==> src/rtl/c_instr_aligner_pkg.sv <==
// rtl/c_instr_aligner_pkg.sv - shared RV32C parcel definitions for the fetch aligner
package c_instr_aligner_pkg;

  localparam int PARCEL_W = 16;

  // Low two bits of a full-length (32-bit or longer) encoding.
  localparam logic [1:0] OPCODE_NC = 2'b11;

  function automatic logic is_compressed(input logic [PARCEL_W-1:0] parcel);
    return parcel[1:0] != OPCODE_NC;
  endfunction

endpackage

==> src/rtl/c_instr_aligner_if.sv <==
// rtl/c_instr_aligner_if.sv - fetch/decode handshake bundle for the aligner
// Ports (signals):
//   flush, flush_pc                           restart request and address
//   fetch_valid, fetch_ready, fetch_data      fetch word stream into the aligner
//   instr_valid, instr_ready, instr_data,
//   instr_pc, instr_compressed, instr_c_zero  realigned instruction stream out
// Modports: slave = aligner side, master = fetch unit / decoder side.
interface c_instr_aligner_if #(
  parameter int FETCH_W = 32
);
  logic               flush;
  logic [31:0]        flush_pc;
  logic               fetch_valid;
  logic               fetch_ready;
  logic [FETCH_W-1:0] fetch_data;
  logic               instr_valid;
  logic               instr_ready;
  logic [31:0]        instr_data;
  logic [31:0]        instr_pc;
  logic               instr_compressed;
  logic               instr_c_zero;

  modport slave (
    input  flush, flush_pc, fetch_valid, fetch_data, instr_ready,
    output fetch_ready, instr_valid, instr_data, instr_pc,
           instr_compressed, instr_c_zero
  );

  modport master (
    output flush, flush_pc, fetch_valid, fetch_data, instr_ready,
    input  fetch_ready, instr_valid, instr_data, instr_pc,
           instr_compressed, instr_c_zero
  );
endinterface

==> src/rtl/c_parcel_fifo.sv <==
// rtl/c_parcel_fifo.sv - circular 16-bit parcel FIFO with multi-lane push and 1/2-parcel pop
// Ports:
//   clk, rst          clock, synchronous active-high reset
//   clear             empty the FIFO and rewind both pointers to 0
//   push, skip_first  write LANES parcels (lane 0 dropped when skip_first)
//   push_data         LANES parcels, lane 0 in the low 16 bits
//   pop, pop_two      remove 1 parcel, or 2 when pop_two
//   head0, head1      parcel at head and the one after it
//   count             number of parcels held (0..BUF_HW)
module c_parcel_fifo
  import c_instr_aligner_pkg::*;
#(
  parameter int BUF_HW = 6,
  parameter int LANES  = 2,
  parameter int PW     = (BUF_HW > 1) ? $clog2(BUF_HW) : 1,
  parameter int CW     = $clog2(BUF_HW + 1)
) (
  input  logic                      clk,
  input  logic                      rst,
  input  logic                      clear,
  input  logic                      push,
  input  logic                      skip_first,
  input  logic [LANES*PARCEL_W-1:0] push_data,
  input  logic                      pop,
  input  logic                      pop_two,
  output logic [PARCEL_W-1:0]       head0,
  output logic [PARCEL_W-1:0]       head1,
  output logic [CW-1:0]             count
);

  logic [PARCEL_W-1:0] mem [BUF_HW];
  logic [PW-1:0]       head;
  logic [PW-1:0]       tail;
  logic [CW-1:0]       n_push;
  logic [CW-1:0]       n_pop;

  // Offsets never exceed BUF_HW-1, so a single conditional subtract gives
  // correct wrap even when BUF_HW is not a power of two.
  function automatic logic [PW-1:0] wrap_add(input logic [PW-1:0] p, input int unsigned k);
    int unsigned s;
    s = 32'(p) + k;
    if (s >= 32'(BUF_HW)) s = s - 32'(BUF_HW);
    return PW'(s);
  endfunction

  assign n_push = push ? (skip_first ? CW'(LANES - 1) : CW'(LANES)) : '0;
  assign n_pop  = pop ? (pop_two ? CW'(2) : CW'(1)) : '0;

  assign head0 = mem[head];
  assign head1 = mem[wrap_add(head, 1)];

  always_ff @(posedge clk) begin
    if (rst || clear) begin
      head  <= '0;
      tail  <= '0;
      count <= '0;
    end else begin
      if (push) begin
        // Surviving lanes are packed contiguously starting at tail.
        for (int i = 0; i < LANES; i++) begin
          if (!(skip_first && i == 0)) begin
            mem[wrap_add(tail, 32'(i) - 32'(skip_first))] <= push_data[i*PARCEL_W +: PARCEL_W];
          end
        end
        tail <= wrap_add(tail, 32'(n_push));
      end
      if (pop) head <= wrap_add(head, 32'(n_pop));
      count <= count + n_push - n_pop;
    end
  end

endmodule

==> src/rtl/c_instr_aligner.sv <==
// rtl/c_instr_aligner.sv - RV32IC halfword fetch realigner between fetch port and decoder
// Ports:
//   p_clk, p_reset  clock, synchronous active-high reset (priority over flush)
//   bus (slave)     flush/flush_pc, fetch_* word stream in, instr_* instruction stream out
module c_instr_aligner
  import c_instr_aligner_pkg::*;
#(
  parameter int          FETCH_W  = 32,
  parameter int          BUF_HW   = 6,
  parameter logic [31:0] RESET_PC = 32'h0000_0000
) (
  input logic              p_clk,
  input logic              p_reset,
  c_instr_aligner_if.slave bus
);

  localparam int LANES = FETCH_W / PARCEL_W;
  localparam int CW    = $clog2(BUF_HW + 1);

  logic [CW-1:0]       count;
  logic [PARCEL_W-1:0] head0;
  logic [PARCEL_W-1:0] head1;
  logic [31:0]         pc;
  logic                skip;
  logic                head_c;
  logic                fetch_hs;
  logic                instr_hs;

  assign head_c = is_compressed(head0);

  // Free space from registered count only, so a same-cycle pop cannot
  // open the fetch port combinationally.
  assign bus.fetch_ready = (32'(BUF_HW) - 32'(count)) >= 32'(LANES);

  // A 32-bit instruction waits at the head until its upper parcel lands.
  assign bus.instr_valid      = head_c ? (count >= CW'(1)) : (count >= CW'(2));
  assign bus.instr_data       = head_c ? {16'h0000, head0} : {head1, head0};
  assign bus.instr_pc         = pc;
  assign bus.instr_compressed = head_c;
  assign bus.instr_c_zero     = head_c && (head0 == 16'h0000);

  assign fetch_hs = bus.fetch_valid && bus.fetch_ready && !bus.flush;
  assign instr_hs = bus.instr_valid && bus.instr_ready && !bus.flush;

  c_parcel_fifo #(
    .BUF_HW (BUF_HW),
    .LANES  (LANES)
  ) u_fifo (
    .clk        (p_clk),
    .rst        (p_reset),
    .clear      (bus.flush),
    .push       (fetch_hs),
    .skip_first (skip),
    .push_data  (bus.fetch_data),
    .pop        (instr_hs),
    .pop_two    (!head_c),
    .head0      (head0),
    .head1      (head1),
    .count      (count)
  );

  // skip marks a restart on the odd halfword of a fetch word: the first
  // parcel of the next fetch precedes the target and is dropped.
  always_ff @(posedge p_clk) begin
    if (p_reset) begin
      pc   <= RESET_PC;
      skip <= RESET_PC[1];
    end else if (bus.flush) begin
      pc   <= bus.flush_pc & ~32'h1;
      skip <= bus.flush_pc[1];
    end else begin
      if (instr_hs) pc <= pc + (head_c ? 32'd2 : 32'd4);
      if (fetch_hs) skip <= 1'b0;
    end
  end

endmodule

==> src/flat_wrapper.sv <==
// flat-port wrapper written by rule: the top's interface ports become plain ports
module c_instr_aligner_flat import c_instr_aligner_pkg::*;
#(
  parameter int          FETCH_W  = 32,
  parameter int          BUF_HW   = 6,
  parameter logic [31:0] RESET_PC = 32'h0000_0000
)
  (p_clk, p_reset, bus_flush, bus_flush_pc, bus_fetch_valid, bus_fetch_data, bus_instr_ready, bus_fetch_ready, bus_instr_valid, bus_instr_data, bus_instr_pc, bus_instr_compressed, bus_instr_c_zero);
  c_instr_aligner_if #(.FETCH_W(FETCH_W)) bus_i ();
  input logic p_clk;
  input logic p_reset;
  input wire logic [$bits(bus_i.flush)-1:0] bus_flush;
  input wire logic [$bits(bus_i.flush_pc)-1:0] bus_flush_pc;
  input wire logic [$bits(bus_i.fetch_valid)-1:0] bus_fetch_valid;
  input wire logic [$bits(bus_i.fetch_data)-1:0] bus_fetch_data;
  input wire logic [$bits(bus_i.instr_ready)-1:0] bus_instr_ready;
  output wire logic [$bits(bus_i.fetch_ready)-1:0] bus_fetch_ready;
  output wire logic [$bits(bus_i.instr_valid)-1:0] bus_instr_valid;
  output wire logic [$bits(bus_i.instr_data)-1:0] bus_instr_data;
  output wire logic [$bits(bus_i.instr_pc)-1:0] bus_instr_pc;
  output wire logic [$bits(bus_i.instr_compressed)-1:0] bus_instr_compressed;
  output wire logic [$bits(bus_i.instr_c_zero)-1:0] bus_instr_c_zero;
  assign bus_i.flush = bus_flush;
  assign bus_i.flush_pc = bus_flush_pc;
  assign bus_i.fetch_valid = bus_fetch_valid;
  assign bus_i.fetch_data = bus_fetch_data;
  assign bus_i.instr_ready = bus_instr_ready;
  assign bus_fetch_ready = bus_i.fetch_ready;
  assign bus_instr_valid = bus_i.instr_valid;
  assign bus_instr_data = bus_i.instr_data;
  assign bus_instr_pc = bus_i.instr_pc;
  assign bus_instr_compressed = bus_i.instr_compressed;
  assign bus_instr_c_zero = bus_i.instr_c_zero;
  c_instr_aligner #(.FETCH_W(FETCH_W), .BUF_HW(BUF_HW), .RESET_PC(RESET_PC)) u_core (.p_clk(p_clk), .p_reset(p_reset), .bus(bus_i));
endmodule
==> config.mk <==
export PLATFORM = sky130hd
export DESIGN_NAME = c_instr_aligner_flat
export DESIGN_NICKNAME = d
export VERILOG_FILES = /design/src/rtl/c_instr_aligner_pkg.sv /design/src/rtl/c_instr_aligner_if.sv /design/src/rtl/c_parcel_fifo.sv /design/src/rtl/c_instr_aligner.sv /design/src/flat_wrapper.sv
export SDC_FILE = /design/constraint.sdc
export NUM_CORES = 1
export LEC_CHECK = 0
export CELL_PAD_IN_SITES_DETAIL_PLACEMENT = 1
export CELL_PAD_IN_SITES_GLOBAL_PLACEMENT = 2
export CORE_MARGIN = 2
export CORE_UTILIZATION = 33
export CTS_BUF_LIST = sky130_fd_sc_hd__clkbuf_2 sky130_fd_sc_hd__clkbuf_4 sky130_fd_sc_hd__clkbuf_8
export DETAILED_ROUTE_END_ITERATION = 8
export PLACE_DENSITY_LB_ADDON = 0.1
export REMOVE_ABC_BUFFERS = 1
export SYNTH_ARGS = -nofsm -noshare
export SYNTH_HDL_FRONTEND = slang
export SYNTH_SLANG_ARGS = --single-unit
==> constraint.sdc <==
create_clock -name p_clk -period 3.22 [get_ports p_clk]
set_input_delay 0.644 -clock p_clk [delete_from_list [all_inputs] [get_ports p_clk]]
set_output_delay 0.644 -clock p_clk [all_outputs]
set_load 0.005 [all_outputs]
==> results of run 1 <==
==> per-layer routing <==
metal,GRT usage [%],up-vias,wire length [µm]
li1,-,3405,-
met1,25.1,3724,12000
met2,39.1,223,15700
met3,3.81,41,1620
met4,6.24,2,551
met5,0,-,12
==> placed cells by master, fill, tap and decap left out, types with 14 or more instances in the layout <==
cell,n
sky130_fd_sc_hd__mux2_2,98
sky130_fd_sc_hd__mux4_2,32
sky130_fd_sc_hd__nor2_1,43
sky130_fd_sc_hd__o211a_1,16
sky130_fd_sc_hd__inv_1,26
sky130_fd_sc_hd__clkbuf_8,17
sky130_fd_sc_hd__a21oi_1,40
sky130_fd_sc_hd__edfxtp_1,96
sky130_fd_sc_hd__buf_12,14
sky130_fd_sc_hd__buf_4,90
sky130_fd_sc_hd__buf_2,17
sky130_fd_sc_hd__ha_1,14
sky130_fd_sc_hd__nand3_1,15
sky130_fd_sc_hd__dfxtp_1,40
sky130_fd_sc_hd__clkdlybuf4s50_1,115
sky130_fd_sc_hd__mux2i_1,35
sky130_fd_sc_hd__nand2_1,48
==> sequential cells by signal, summed over array words and instances (netlist names), named ones only <==
name,flops
u_core.bus.instr_pc,31
u_core.skip,1
u_core.u_fifo.head,3
u_core.u_fifo.mem,96
u_core.u_fifo.count,3
u_core.u_fifo.tail,3
==> cells by family (layout without fill, tap and decap cells) <==
| logic type | after synthesis | after routing | synth area share (%) |
|---|---|---|---|
| mux | 166 | 167 | 24.8 |
| compound gates | 155 | 155 | 12.3 |
| xor+xnor | 14 | 14 | 1.39 |
| fa+ha+maj | 26 | 26 | 4.19 |
| other cells | 1 | 1 | 0.0424 |
| simple gates | 188 | 188 | 10.8 |
| flops | 140 | 140 | 42.6 |
| buf+inv | 84 | 315 | 3.96 |
==> worst paths after layout <==
path                                               from                      end  slack [ps]  cells after the start
worst max register to register                 register    u_core.u_fifo.head[1]        -110                     14
worst min-delay path            u_core.bus.instr_pc[31]  u_core.bus.instr_pc[31]         530                      2
worst min register to register  u_core.bus.instr_pc[31]  u_core.bus.instr_pc[31]         530                      2
worst max-delay path              u_core.u_fifo.head[1]       bus_instr_data[17]        -130                     11
==> power by group <==
part           total (mW)  switching [mW]  leakage, nW  internal (mW)
sequential           2.03          0.0535         1.23           1.98
clock                1.44           0.743        0.193          0.699
combinational       0.761           0.338         2.88          0.423
total                4.23            1.13         4.30           3.10
==> repair_timing <==
action                                  CTS  global route
resized for setup                       126            36
gates cloned                              2             0
setup buffers                            21            16
pin swaps                                27            37
endpoints found under the setup margin   44            45
==> per-stage QoR <==
stage | power (mW) | instance area, µm² | TNS (ps) | instances | setup slack [ps]
floorplan | 2.36 | 8610 | -70700 | 722 | -1590
global placement | 2.74 | 11200 | -2880 | 1274 | -169
detailed placement | 2.77 | 11200 | -5870 | 1274 | -266
CTS | 4.27 | 11900 | -3420 | 1327 | -246
global route | 4.42 | 12100 | -4300 | 1341 | -250
finish | 4.23 | 12100 | -1580 | 1341 | -131
==> cell type report <==
class                   count  area, µm²  share of cell area [%]
inverters                  32        123                    1.01
clock buffers              18        241                    1.99
clock inverters            13        143                    1.18
well taps                 335        419                    3.46
repair buffers            252       2380                    19.7
multi-input cells         551       5030                    41.5
flip-flops and latches    140       3770                    31.2
==> worst max-delay path, delay by kind of cell (launching register included) <==
kind                     cells  cell delay (ps)
multiplexers                 1              490
XOR/XNOR                     1              200
buffers and inverters        4              480
AND/OR/NAND/NOR              1              120
flip-flops                   1              360
AO/OA/AOI/OAI                3              450
adder cells (fa/ha/maj)      1              150
==> impl_metrics.tcl, run 1 <==
set metrics [dict create \
    failing_checks "setup timing" \
    synth-edff-count 96 \
    clk_pin_slew_worst_paths_ps 90 \
    starting_utilization_of_the_core_area_pct 33.7 \
    yosys_register_bits 140 \
    finalWorstSetupSlack_ps -131 \
    drt_pass1_iterations 4 \
    drt-vias-per-instance 5.51 \
    clock_sinks 140 \
    critical_path_arrival_ps 2710 \
    diodes 0 \
    synthDistinctLibCells 63 \
    layout_worst_path_cycle_share_pct 104 \
    synthesis.instances 774 \
    synth_top_cells_by_count "sky130_fd_sc_hd__mux2_2 (98), sky130_fd_sc_hd__edfxtp_1 (96), sky130_fd_sc_hd__nor2_1 (51)" \
    vdd_ir_drop_max_mv 0.205 \
    route.detailed.wl_per_inst_um 22.3 \
    layout-area-overhead-vs-synth_pct 37.0 \
    die_h_um 168 \
    cts_bufs_inserted 17 \
    synth_sequential_area_ratio_pct 42.6 \
    ys_dominant_reg_cell "sky130_fd_sc_hd__edfxtp_1" \
    core_area_um2 26200 \
    rows 59 \
    gr-total-overflow 0 \
    detail-route-antenna-nets 0 \
    vias 7395 \
    tritoncts "built" \
    timing.max_cap.violations 0 \
    first_global_vias 8058 \
    globalRouteTotalUtil_pct 21.2 \
    layout.core_utilization_pct 46.2 \
    routed_wl_mm 29.9 \
    setup_viol 19 \
    grt_antenna_before_repair 2 \
    timing.critical_path.from_type "register" \
    kind_of_end_point_of_the_critical_path "output pin" \
    max_slew_vio_count 0 \
    cell_with_the_most_instances_on_the_worst_path "sky130_fd_sc_hd__o21ai_2" \
    crit_type "register to output pin" \
    final.hold.worst_slack_ps 528 \
    synthesis.area_per_instance_um2 11.4 \
    clk_latency_ps 450 \
    final-hold-violation-count 0 \
    final_nets 1089 \
    detail_route.drc_violations 0 \
    final.fill_count 2750 \
    status "finished with violations" \
    worst_clk_skew_ps 21.6 \
    critical_path_required_ps 2580 \
    crit_chain "inv_2, ha_4, nor2b_4, o21ai_2, o21ai_2, xnor2_2, buf_6, buf_12, mux4_2, o211a_1, buf_2" \
    synthTopCellsByArea "sky130_fd_sc_hd__edfxtp_1 (33%), sky130_fd_sc_hd__mux2_2 (12%), sky130_fd_sc_hd__dfxtp_1 (10%), sky130_fd_sc_hd__mux4_2 (7.9%), sky130_fd_sc_hd__mux2i_1 (4.1%)" \
    power-per-cell-area_nw_per_um2 350 \
    drt_iter0_markers 382 \
    leakage_nw 4.30 \
    grt_first_pass_wirelength_mm 45.7 \
    path_max_fanout 6 \
    fp.dieArea_um2 28100 \
    max_freq_ghz 0.298 \
    hp-class "register to register" \
    synth_top_area_share_pct 32.6 \
    synth_largest_area_cell "sky130_fd_sc_hd__edfxtp_1" \
    clk_path_buf_depth 2 \
    slew_headroom_pct 61.2 \
    floorplan.die.width_um 168 \
    pin_count 137 \
    cts_root_buffer "sky130_fd_sc_hd__clkbuf_8" \
    synth.cell_area_um2 8840 \
    final_critical_period_ps 3350 \
    critPathMaxStageDelay_ps 490 \
    cts.hold.buffers_added 0 \
    crit_slowest_cell "sky130_fd_sc_hd__mux4_2" \
    grt_start_max_net_pins 24 \
    io_buffers 134 \
    rsz0062_at_grt "true" \
    synthMostInstantiatedCell "sky130_fd_sc_hd__mux2_2" \
    drive_gt1_share_pct 36.2 \
    ys_async_sr_fraction_pct 0 \
    syn_warnings 0 \
    worst_slew_pin_slew_ps 578 \
    finalWeightedCongestion 0.779 \
    htree_num_levels 4 \
    dpl.hpwl_mm 20.3 \
]
No activity file was read; power rests on OpenSTA's default activity.
==> inputs of run 2 (changes only) <==
==> constraint.sdc (replaced) <==
create_clock -name p_clk -period 2.74 [get_ports p_clk]
set_input_delay 0.548 -clock p_clk [delete_from_list [all_inputs] [get_ports p_clk]]
set_output_delay 0.548 -clock p_clk [all_outputs]
set_load 0.005 [all_outputs]
==> impl_metrics.tcl, run 2 (synthesis gave the netlist of run 1 again) <==
set metrics [dict create \
    layout-area-overhead-vs-synth_pct 47.6 \
    largest_register_ffs 96 \
    worst_path_dominant_cell_family "buffers and inverters" \
    worst_clk_skew_ps 17.8 \
    max_slew_vio_count 0 \
    fp.dieArea_um2 28100 \
    multi_input_area_um2 5500 \
    final_common_cell "sky130_fd_sc_hd__clkdlybuf4s50_1" \
    critical_path_arrival_ps 2720 \
    hp-class "register to register" \
    r2r_cells 15 \
    cts_bufs_inserted 17 \
    status "finished with violations" \
    finalWorstSetupSlack_ps -527 \
    cp_num_buf_inv 5 \
    dpl.hpwl_mm 20.2 \
    timing.max_cap.violations 0 \
    crit_chain "inv_2, ha_4, nor2b_4, o21ai_2, o21ai_2, xnor2_2, buf_4, buf_16, buf_4, mux4_2, o211a_1, buf_2" \
    failing_checks "setup timing" \
    max_freq_ghz 0.306 \
    finalWeightedCongestion 0.771 \
    io_buffers 134 \
    met1Wirelength_mm 12.2 \
    vdd_ir_drop_max_mv 0.302 \
    critical_path_required_ps 2190 \
    drt_pass1_iterations 4 \
    clock_sinks 140 \
    crit_slowest_cell "sky130_fd_sc_hd__mux4_2" \
    final_cell_mix "sky130_fd_sc_hd__clkdlybuf4s50_1 (98), sky130_fd_sc_hd__mux2_2 (97), sky130_fd_sc_hd__buf_4 (96), sky130_fd_sc_hd__edfxtp_1 (96), sky130_fd_sc_hd__nand2_1 (46)" \
    final-hold-violation-count 0 \
    floorplan.die.width_um 168 \
    crit_type "register to output pin" \
    leakage_nw 4.66 \
    starting_utilization_of_the_core_area_pct 33.7 \
    drive_gt1_share_pct 46.6 \
    crit-reg2reg-capture "u_core.u_fifo.count[2]" \
    htree_num_levels 4 \
    detail-route-antenna-nets 0 \
    die_h_um 168 \
    placement.cell_area_um2 11400 \
    routed_wl_mm 29.9 \
    final_nets 1126 \
    clk_path_buf_depth 2 \
    final_critical_period_ps 3270 \
    finalInstanceArea_um2 13000 \
    largest_register "u_core.u_fifo.mem" \
    highest-signal-layer "met5" \
    post-layout-total-power_mw 5.24 \
    setup_total_negative_slack_ps -14030 \
    final-seq-area_um2 3780 \
    cts_root_buffer "sky130_fd_sc_hd__clkbuf_8" \
    clk_pin_slew_worst_paths_ps 90 \
    layout_worst_path_cycle_share_pct 119 \
    detail_route.drc_violations 0 \
    drt_iter0_markers 293 \
    path_max_fanout 8 \
    kind_of_end_point_of_the_critical_path "output pin" \
    setup_viol 51 \
    rsz0062_at_grt "true" \
    worst_hold_path.num_cells 2 \
    worst_slew_pin_slew_ps 680 \
    pin_count 137 \
    route.detailed.wl_per_inst_um 21.7 \
    grt_antenna_before_repair 3 \
    wl_met2_mm 16.1 \
    tritoncts "built" \
    final.fill_count 2751 \
    final.hold.worst_slack_ps 510 \
    vias 7420 \
    grt_start_max_net_pins 35 \
    layout.core_utilization_pct 49.8 \
    gr-total-overflow 0 \
    core_area_um2 26200 \
    drt-vias-per-instance 5.38 \
    grt_first_pass_wirelength_mm 46.4 \
    rows 59 \
    globalRouteTotalUtil_pct 21.5 \
    slew_headroom_pct 54.7 \
    cts.hold.buffers_added 0 \
    setup.reg_to_reg.worst_slack_ps -360 \
    met3RoutedLength_mm 1.12 \
    clk_latency_ps 460 \
    hold_start "u_core.skip" \
    first_global_vias 8089 \
    timing.critical_path.from_type "register" \
    power-per-cell-area_nw_per_um2 402 \
    critPathMaxStageDelay_ps 470 \
    hold_path_end "u_core.skip" \
]
[run 2: worst min-delay path: stages (launching register included)]
cell	delay, ps
sky130_fd_sc_hd__dfxtp_2	350
sky130_fd_sc_hd__nand3_1	70
sky130_fd_sc_hd__a21oi_1	60
[run 2: routing by layer]
metal / up-vias / GRT usage [%]
li1: 3480 / -
met1: 3756 / 25.3
met2: 151 / 40.1
met3: 29 / 3.90
met4: 4 / 5.63
met5: - / 0
[run 2: through the flow]
step           worst slack [ps]  cells
4_1_cts                    -657   1377
2_1_floorplan             -1970    722
6_report                   -527   1380
5_1_grt                    -647   1379
3_3_place_gp               -574   1302
3_5_place_dp               -645   1302
[run 2: final cells by class]
class                           count  area share [%]
Tap cell                          335            3.21
Clock buffer                       18            1.85
Clock inverter                     14            1.39
Sequential cell                   140            29.0
Multi-Input combinational cell    550            42.1
Inverter                           32           0.978
Antenna cell                        1          0.0192
Timing Repair Buffer              290            21.4
[run 2: where the power goes]
group	switching, mW	leakage (nW)	internal, mW	total [mW]
combinational	0.442	3.22	0.552	0.993
clock	0.929	0.208	0.932	1.86
sequential	0.0649	1.24	2.32	2.39
[run 2: worst max path at each step]
stage / from / to / slack (ps) / cells after the start
floorplan: u_core.u_fifo.head[0] / bus_instr_data[30] / -1970 / 7
global placement: register / bus_instr_c_zero / -570 / 8
detailed placement: register / u_core.u_fifo.head[1] / -640 / 13
CTS: u_core.u_fifo.head[1] / bus_instr_data[16] / -660 / 12
global route: u_core.u_fifo.head[0] / bus_instr_data[24] / -650 / 11
finish: u_core.u_fifo.head[1] / bus_instr_data[22] / -530 / 12
[run 2: repair_timing]
item,4_1_cts,5_1_grt
endpoints found under the setup margin,129,218
setup buffers,45,5
cloned,2,0
resized for setup,265,86
pin swaps,72,52
==> inputs of run 3 (changes only) <==
--- a/config.mk
+++ b/config.mk
@@ -5,11 +5,13 @@
 export SDC_FILE = /design/constraint.sdc
 export NUM_CORES = 1
 export LEC_CHECK = 0
+export CAP_MARGIN = 20
 export CELL_PAD_IN_SITES_DETAIL_PLACEMENT = 1
 export CELL_PAD_IN_SITES_GLOBAL_PLACEMENT = 2
 export CORE_MARGIN = 2
 export CORE_UTILIZATION = 33
 export CTS_BUF_LIST = sky130_fd_sc_hd__clkbuf_2 sky130_fd_sc_hd__clkbuf_4 sky130_fd_sc_hd__clkbuf_8
+export CTS_CLUSTER_DIAMETER = 30
 export DETAILED_ROUTE_END_ITERATION = 8
 export PLACE_DENSITY_LB_ADDON = 0.1
 export REMOVE_ABC_BUFFERS = 1
==> results of run 3 <==
The final DEF is identical to that of run 2; final timing and power are the same.
